--- src/rtl/decoder_scan_nx_if.sv ---
// Decoder control/line bus: controller drives en/mode/sel, decoder drives lines.
interface decoder_scan_nx_if #(
    parameter int N = 2
);
    localparam int OUTS = 2 ** N;

    logic            en;
    logic            mode;
    logic [N-1:0]    sel;
    logic [OUTS-1:0] d;
    logic [N-1:0]    idx;
    logic            wrap;

    modport master (output en, mode, sel, input d, idx, wrap);
    modport slave  (input en, mode, sel, output d, idx, wrap);
endinterface

--- src/rtl/decoder_scan_nx.sv ---
// Registered N-to-2^N one-hot decoder with an automatic scan sequencer
// for strobing multiplexed loads (digits, keypad rows).
//
// state  | meaning
// IDLE   | en low or after reset: all lines off, idx holds
// DIRECT | en high, mode 0: line selected by sel, one clock latency
// SCAN   | en high, mode 1: each line held SCAN_DIV clocks, walking 0..OUTS-1
module decoder_scan_nx #(
    parameter int N        = 2,
    parameter int SCAN_DIV = 4
) (
    input  logic               clk,
    input  logic               rst,
    decoder_scan_nx_if.slave   bus
);
    localparam int OUTS = 2 ** N;
    localparam int DW   = (SCAN_DIV > 1) ? $clog2(SCAN_DIV) : 1;

    localparam logic [DW-1:0]   DIV_LAST = DW'(SCAN_DIV - 1);
    localparam logic [N-1:0]    IDX_LAST = N'(OUTS - 1);
    localparam logic [OUTS-1:0] LINE0    = OUTS'(1);

    typedef enum logic [1:0] {
        IDLE   = 2'd0,
        DIRECT = 2'd1,
        SCAN   = 2'd2
    } state_t;

    state_t          state;
    logic [DW-1:0]   div_q;
    logic [N-1:0]    idx_q;
    logic [OUTS-1:0] d_q;
    logic            wrap_q;
    logic [N-1:0]    idx_step;

    // Natural N-bit overflow gives the modulo-OUTS wrap for free.
    assign idx_step = idx_q + N'(1);

    // State machine and all registered outputs; d is always derived from the
    // index written on the same edge, so it can never be two-hot.
    always_ff @(posedge clk) begin
        if (rst) begin
            state  <= IDLE;
            div_q  <= '0;
            idx_q  <= '0;
            d_q    <= '0;
            wrap_q <= 1'b0;
        end else if (!bus.en) begin
            state  <= IDLE;
            div_q  <= '0;
            d_q    <= '0;
            wrap_q <= 1'b0;
        end else if (!bus.mode) begin
            state  <= DIRECT;
            div_q  <= '0;
            idx_q  <= bus.sel;
            d_q    <= LINE0 << bus.sel;
            wrap_q <= 1'b0;
        end else if (state != SCAN) begin
            // Entry edge counts as the first dwell clock of line 0.
            state  <= SCAN;
            div_q  <= '0;
            idx_q  <= '0;
            d_q    <= LINE0;
            wrap_q <= 1'b0;
        end else if (div_q == DIV_LAST) begin
            div_q  <= '0;
            idx_q  <= idx_step;
            d_q    <= LINE0 << idx_step;
            wrap_q <= (idx_q == IDX_LAST);
        end else begin
            div_q  <= div_q + DW'(1);
            wrap_q <= 1'b0;
        end
    end

    assign bus.d    = d_q;
    assign bus.idx  = idx_q;
    assign bus.wrap = wrap_q;
endmodule

--- src/flat_wrapper.sv ---
// flat-port wrapper written by rule: the top's interface ports become plain ports
module decoder_scan_nx_flat 
#(
    parameter int N        = 2,
    parameter int SCAN_DIV = 4
)
  (clk, rst, bus_en, bus_mode, bus_sel, bus_d, bus_idx, bus_wrap);
  decoder_scan_nx_if #(.N(N)) bus_i ();
  input  logic clk;
  input  logic rst;
  input wire logic [$bits(bus_i.en)-1:0] bus_en;
  input wire logic [$bits(bus_i.mode)-1:0] bus_mode;
  input wire logic [$bits(bus_i.sel)-1:0] bus_sel;
  output wire logic [$bits(bus_i.d)-1:0] bus_d;
  output wire logic [$bits(bus_i.idx)-1:0] bus_idx;
  output wire logic [$bits(bus_i.wrap)-1:0] bus_wrap;
  assign bus_i.en = bus_en;
  assign bus_i.mode = bus_mode;
  assign bus_i.sel = bus_sel;
  assign bus_d = bus_i.d;
  assign bus_idx = bus_i.idx;
  assign bus_wrap = bus_i.wrap;
  decoder_scan_nx #(.N(N), .SCAN_DIV(SCAN_DIV)) u_core (.clk(clk), .rst(rst), .bus(bus_i));
endmodule
--- config.mk ---
export PLATFORM = sky130hd
export DESIGN_NAME = decoder_scan_nx_flat
export DESIGN_NICKNAME = d
export VERILOG_FILES = /design/src/rtl/decoder_scan_nx_if.sv /design/src/rtl/decoder_scan_nx.sv /design/src/flat_wrapper.sv
export SDC_FILE = /design/constraint.sdc
export NUM_CORES = 1
export LEC_CHECK = 0
export BUFFER_PORTS_ARGS = -buffer_cell sky130_fd_sc_hd__buf_4
export CAP_MARGIN = 0
export CORE_ASPECT_RATIO = 0.8
export CORE_MARGIN = 2
export CORE_UTILIZATION = 30
export DETAILED_ROUTE_END_ITERATION = 7
export GPL_ROUTABILITY_DRIVEN = 0
export GPL_TIMING_DRIVEN = 0
export SYNTH_ARGS = -nofsm -noshare
export SYNTH_HDL_FRONTEND = slang
export SYNTH_SLANG_ARGS = --single-unit
--- constraint.sdc ---
create_clock -name clk -period 3.84 [get_ports clk]
set_input_delay 0.96 -clock clk [delete_from_list [all_inputs] [get_ports clk]]
set_output_delay 0.96 -clock clk [all_outputs]
set_load 0.02 [all_outputs]
After elaboration in Yosys (flattened, before gate mapping) --
Cells that the tools add are included.
Word-level totals: bits in registers 11, input bits 6, output and inout bits 7, word-level logic and storage cells 31
Cells by class: add/sub/neg operators 2, equality and inequality tests 5, shift operators 2, mux-type cells 8, bitwise logic cells 3, reductions and logical operators 5
Operators with widths (number):
- two-way mux 4 bit | 3
- OR reduction 5 bit | 2
- << shifter 1 x 2 -> 4 bit (first input constant) | 2
- two-way mux 2 bit | 3
- adder 2 x 1 -> 2 bit (second input constant) | 2
- equality test 2 bit (second input constant) | 2
- inequality test 3 x 1 -> 1 bit (second input constant) | 1
- inverter 1 bit | 3
- OR reduction 3 bit | 1
- two-way mux 1 bit | 2
- inequality test 2 x 1 -> 1 bit (second input constant) | 1
- inequality test 2 bit (second input constant) | 1
- AND reduction 2 bit | 1
- OR reduction 2 bit | 1

Depth between registers and ports, before layout --
word-level depth 5, depth in mapped cells 5, depth with buffers taken out 5

Worst setup path after synthesis --
Ideal clock, no wire load.
path kind input to register, from input port bus_mode, to register u_core.idx_q[0], in the netlist u_core.bus.idx[0], setup time 0.091 ns, arrival time 1.434 ns, data required time 3.749 ns, setup slack 2.315 ns, stages 3, path buffers 0, path through nand3b_4 -> a21o_1 -> a311oi_1
Between the ends: longest elaborated chain between the ends 2, elaborated cells between the ends (all ways) 3, classes of those cells eq/ne: 1; mux: 1; reduce/logical: 1
RTL lines:
- start: declaration | RTL line flat_wrapper.sv:12 | input wire logic [$bits(bus_i.mode)-1:0] bus_mode;
- inequality test 3 x 1 -> 1 bit (no line)
- AND reduction 2 bit (no line)
- end signal: assignment | RTL line decoder_scan_nx.sv:56 | idx_q <= bus.sel;
- end signal: assignment | RTL line decoder_scan_nx.sv:68 | idx_q <= idx_step;
- end: declaration | RTL line decoder_scan_nx.sv:31 | logic [N-1:0] idx_q;
Several ways; a longest one is shown, not always the timed one. A chain may end at the register's enable or synchronous reset.

Worst setup path in the final report --
from register u_core.idx_q[0], in the netlist u_core.bus.idx[0], to output port bus_idx[0]
RTL lines:
- end: declaration | RTL line flat_wrapper.sv:15 | output wire logic [$bits(bus_i.idx)-1:0] bus_idx;
No word-level cell between the ends.

==> out/metrics.cfg <==
[critical_path]
worst_setup_path_end_kind=output pin
crit_path_cell_trace=buf_4
critPathMaxStageDelay_ns=0.45
crit_buf_inv=1
worstPathRequired_ns=2.88
r2r_cells=4
reg2reg_to=u_core.bus.d[2]$_SDFFE_PP0P_
path_max_fanout=6
r2r_slack_ns=2.42
critical_path_class=reg -> out
path_delay_family=flip-flops
start_kind=flop
crit_slowest_cell=dfxtp_1
r2r-start=u_core.div_q[0]$_SDFF_PP0_
cp.arrival_ns=0.91

[placement]
hpwl_um=816
portBuffers=12

[synthesis]
seq_area_frac_synth_pct=41.4
synth.distinct_cells=20
synth_area_um2=532
syn_nets=65
avgSynthCellArea_um2=9.85
ys_warn_count=0
synth_seq_cells=11
synthCells=54

[layout]
utilization_pct=41.1
fill_cells=169
area_growth_pct=27.1
drive_gt1_share_pct=24.3
fin_nets=82
regArea_um2=220
antenna_cells=0
final_cell_mix=buf_4, dfxtp_1, inv_1, ha_1, o22ai_1
multi_input_area_um2=285
layout_commonest_cell=buf_4

[outcome]
status=complete, no violations

[timing]
fin_crit_sh_pct=48.8
drv_slew=0
hold_viol_final=0
setup_tns_ns=0
rsz0062_at_grt=false
period_minus_slack_ns=1.87
worstMarginPinSlew_ns=0.289
slew_headroom_pct=80.6
fmax_mhz=534
clock_skew_ns=0.00629
setup_viol=0

[pwr]
peakVddDrop_mv=0.149
power_density_nw_per_um2=339
p_leak_nw=0.332

[routing]
wl_per_cell_um=11.7
wl_mm=1.07
ant_nets=0
drc=0
drtIter0Drc=12
dr.pass1.iters=4
via_per_inst=4.85
routed-via-count=446

[grt]
grt_pass1_vias=425
grt_max_degree=11
grt_first_pass_wirelength_mm=1.81
grt_overflow_total=0
antenna_found_initial=0
globalRouteTotalUtil_pct=11.7

[worst_hold_path]
holdPathEnd=u_core.div_q[0]$_SDFF_PP0_
hold_start=u_core.div_q[0]$_SDFF_PP0_
worstHoldPathType=reg -> reg
hold_depth=1

[clock_network]
clockRootBuffer=clkbuf_4
cts_htree_levels=1
clkTransAtPathRegs_ns=0.07
cts_tree=yes
hold_buffers=0
cts_made_buffers=3
cts_resized=0
post_cts_buffers=0
cts_max_path_buffers=2
clk_latency_ns=0.27
cts_sinks=11

[floorplan]
fp.dieH_um=41.7
io_pins=13
initial_core_util_pct=32.4
placementRows=13
die_w_um=51.1
core_area_um2=1640
die_area_um2=2130

[flow_run]
maxCapViolations=0

[registers in the layout, indices dropped and copies added, names as in the netlist]
signal           flops
u_core.bus.d         4
u_core.bus.idx       2
u_core.bus.wrap      1
u_core.div_q         2
u_core.state         2
[metrics by stage]
step	hold WS (ns)	instance area [um2]	cells	total power [W]	worst slack, ns
2_1_floorplan	0.407	532	54	0.000139	2.32
3_3_place_gp	0.419	649	88	0.000153	2.05
3_5_place_dp	0.433	649	88	0.000154	2.04
4_1_cts	0.442	676	92	0.000232	1.97
5_1_grt	0.473	676	92	0.000240	1.94
6_report	0.437	676	92	0.000229	1.97
[synth_stat cells]
cell       instances  area, um2
a21o_1             2       15.0
nand3b_4           1       20.0
nor2_1             2       7.51
a21oi_1            3       15.0
nor3_1             1       5.00
o21ai_0            1       5.00
buf_4              1       7.51
nor2b_1            3       18.8
inv_1              5       18.8
nand4bb_1          1       11.3
o211a_1            3       30.0
nand2_1            2       7.51
and2b_1            1       7.51
a311oi_1           2       17.5
nand2b_1           3       18.8
o22ai_1            4       25.0
dfxtp_1           11        220
ha_1               5       62.6
and2_1             1       6.26
nor4_1             2       12.5
[routing by layer]
metal / part of all wire (%) / global-route usage [%] / up-vias
met5: 0 / 0 / -
met4: 1.2 / 6.49 / 0
met3: 4.8 / 5.40 / 2
met2: 44 / 16.1 / 10
met1: 50 / 14.9 / 210
li1: - / - / 224
[cell type report]
type | count | share of cell area (%)
Multi-Input combinational cell | 37 | 42.2
Sequential cell | 11 | 32.6
Timing Repair Buffer | 12 | 13.3
Tap cell | 22 | 4.07
Clock buffer | 4 | 3.89
Inverter | 5 | 2.78
Buffer | 1 | 1.11
[cells by family after synthesis]
| group | synth area share (%) |
|---|---|
| AO/OA/AOI/OAI | 20.2 |
| adder cells (fa/ha/maj) | 11.8 |
| flip-flops | 41.4 |
| AND/OR/NAND/NOR | 21.6 |
| buffers and inverters | 4.94 |
[worst max path at each step]
stage | depth (start not counted) | slack (ns) | start | to
after floorplan | 3 | 2.32 | bus_mode | u_core.bus.idx[0]$_SDFFE_PP0P_
after global placement | 3 | 2.05 | bus_mode | u_core.bus.d[3]$_SDFFE_PP0P_
after detailed placement | 4 | 2.04 | bus_mode | u_core.bus.idx[0]$_SDFFE_PP0P_
after CTS | 1 | 1.97 | u_core.bus.idx[0]$_SDFFE_PP0P_ | bus_idx[0]
after global routing | 1 | 1.94 | u_core.bus.idx[0]$_SDFFE_PP0P_ | bus_idx[0]
final | 1 | 1.97 | u_core.bus.idx[0]$_SDFFE_PP0P_ | bus_idx[0]
[power breakdown]
| part | switching (W) | leakage, nW | internal (W) |
|---|---|---|---|
| Clock | 0.0000374 | 0.0150 | 0.0000402 |
| Combinational | 0.0000159 | 0.227 | 0.0000139 |
| Sequential | 0.00000363 | 0.0897 | 0.000118 |
| Total | 0.0000569 | 0.332 | 0.000172 |
No activity file was read; power rests on OpenSTA's default activity.
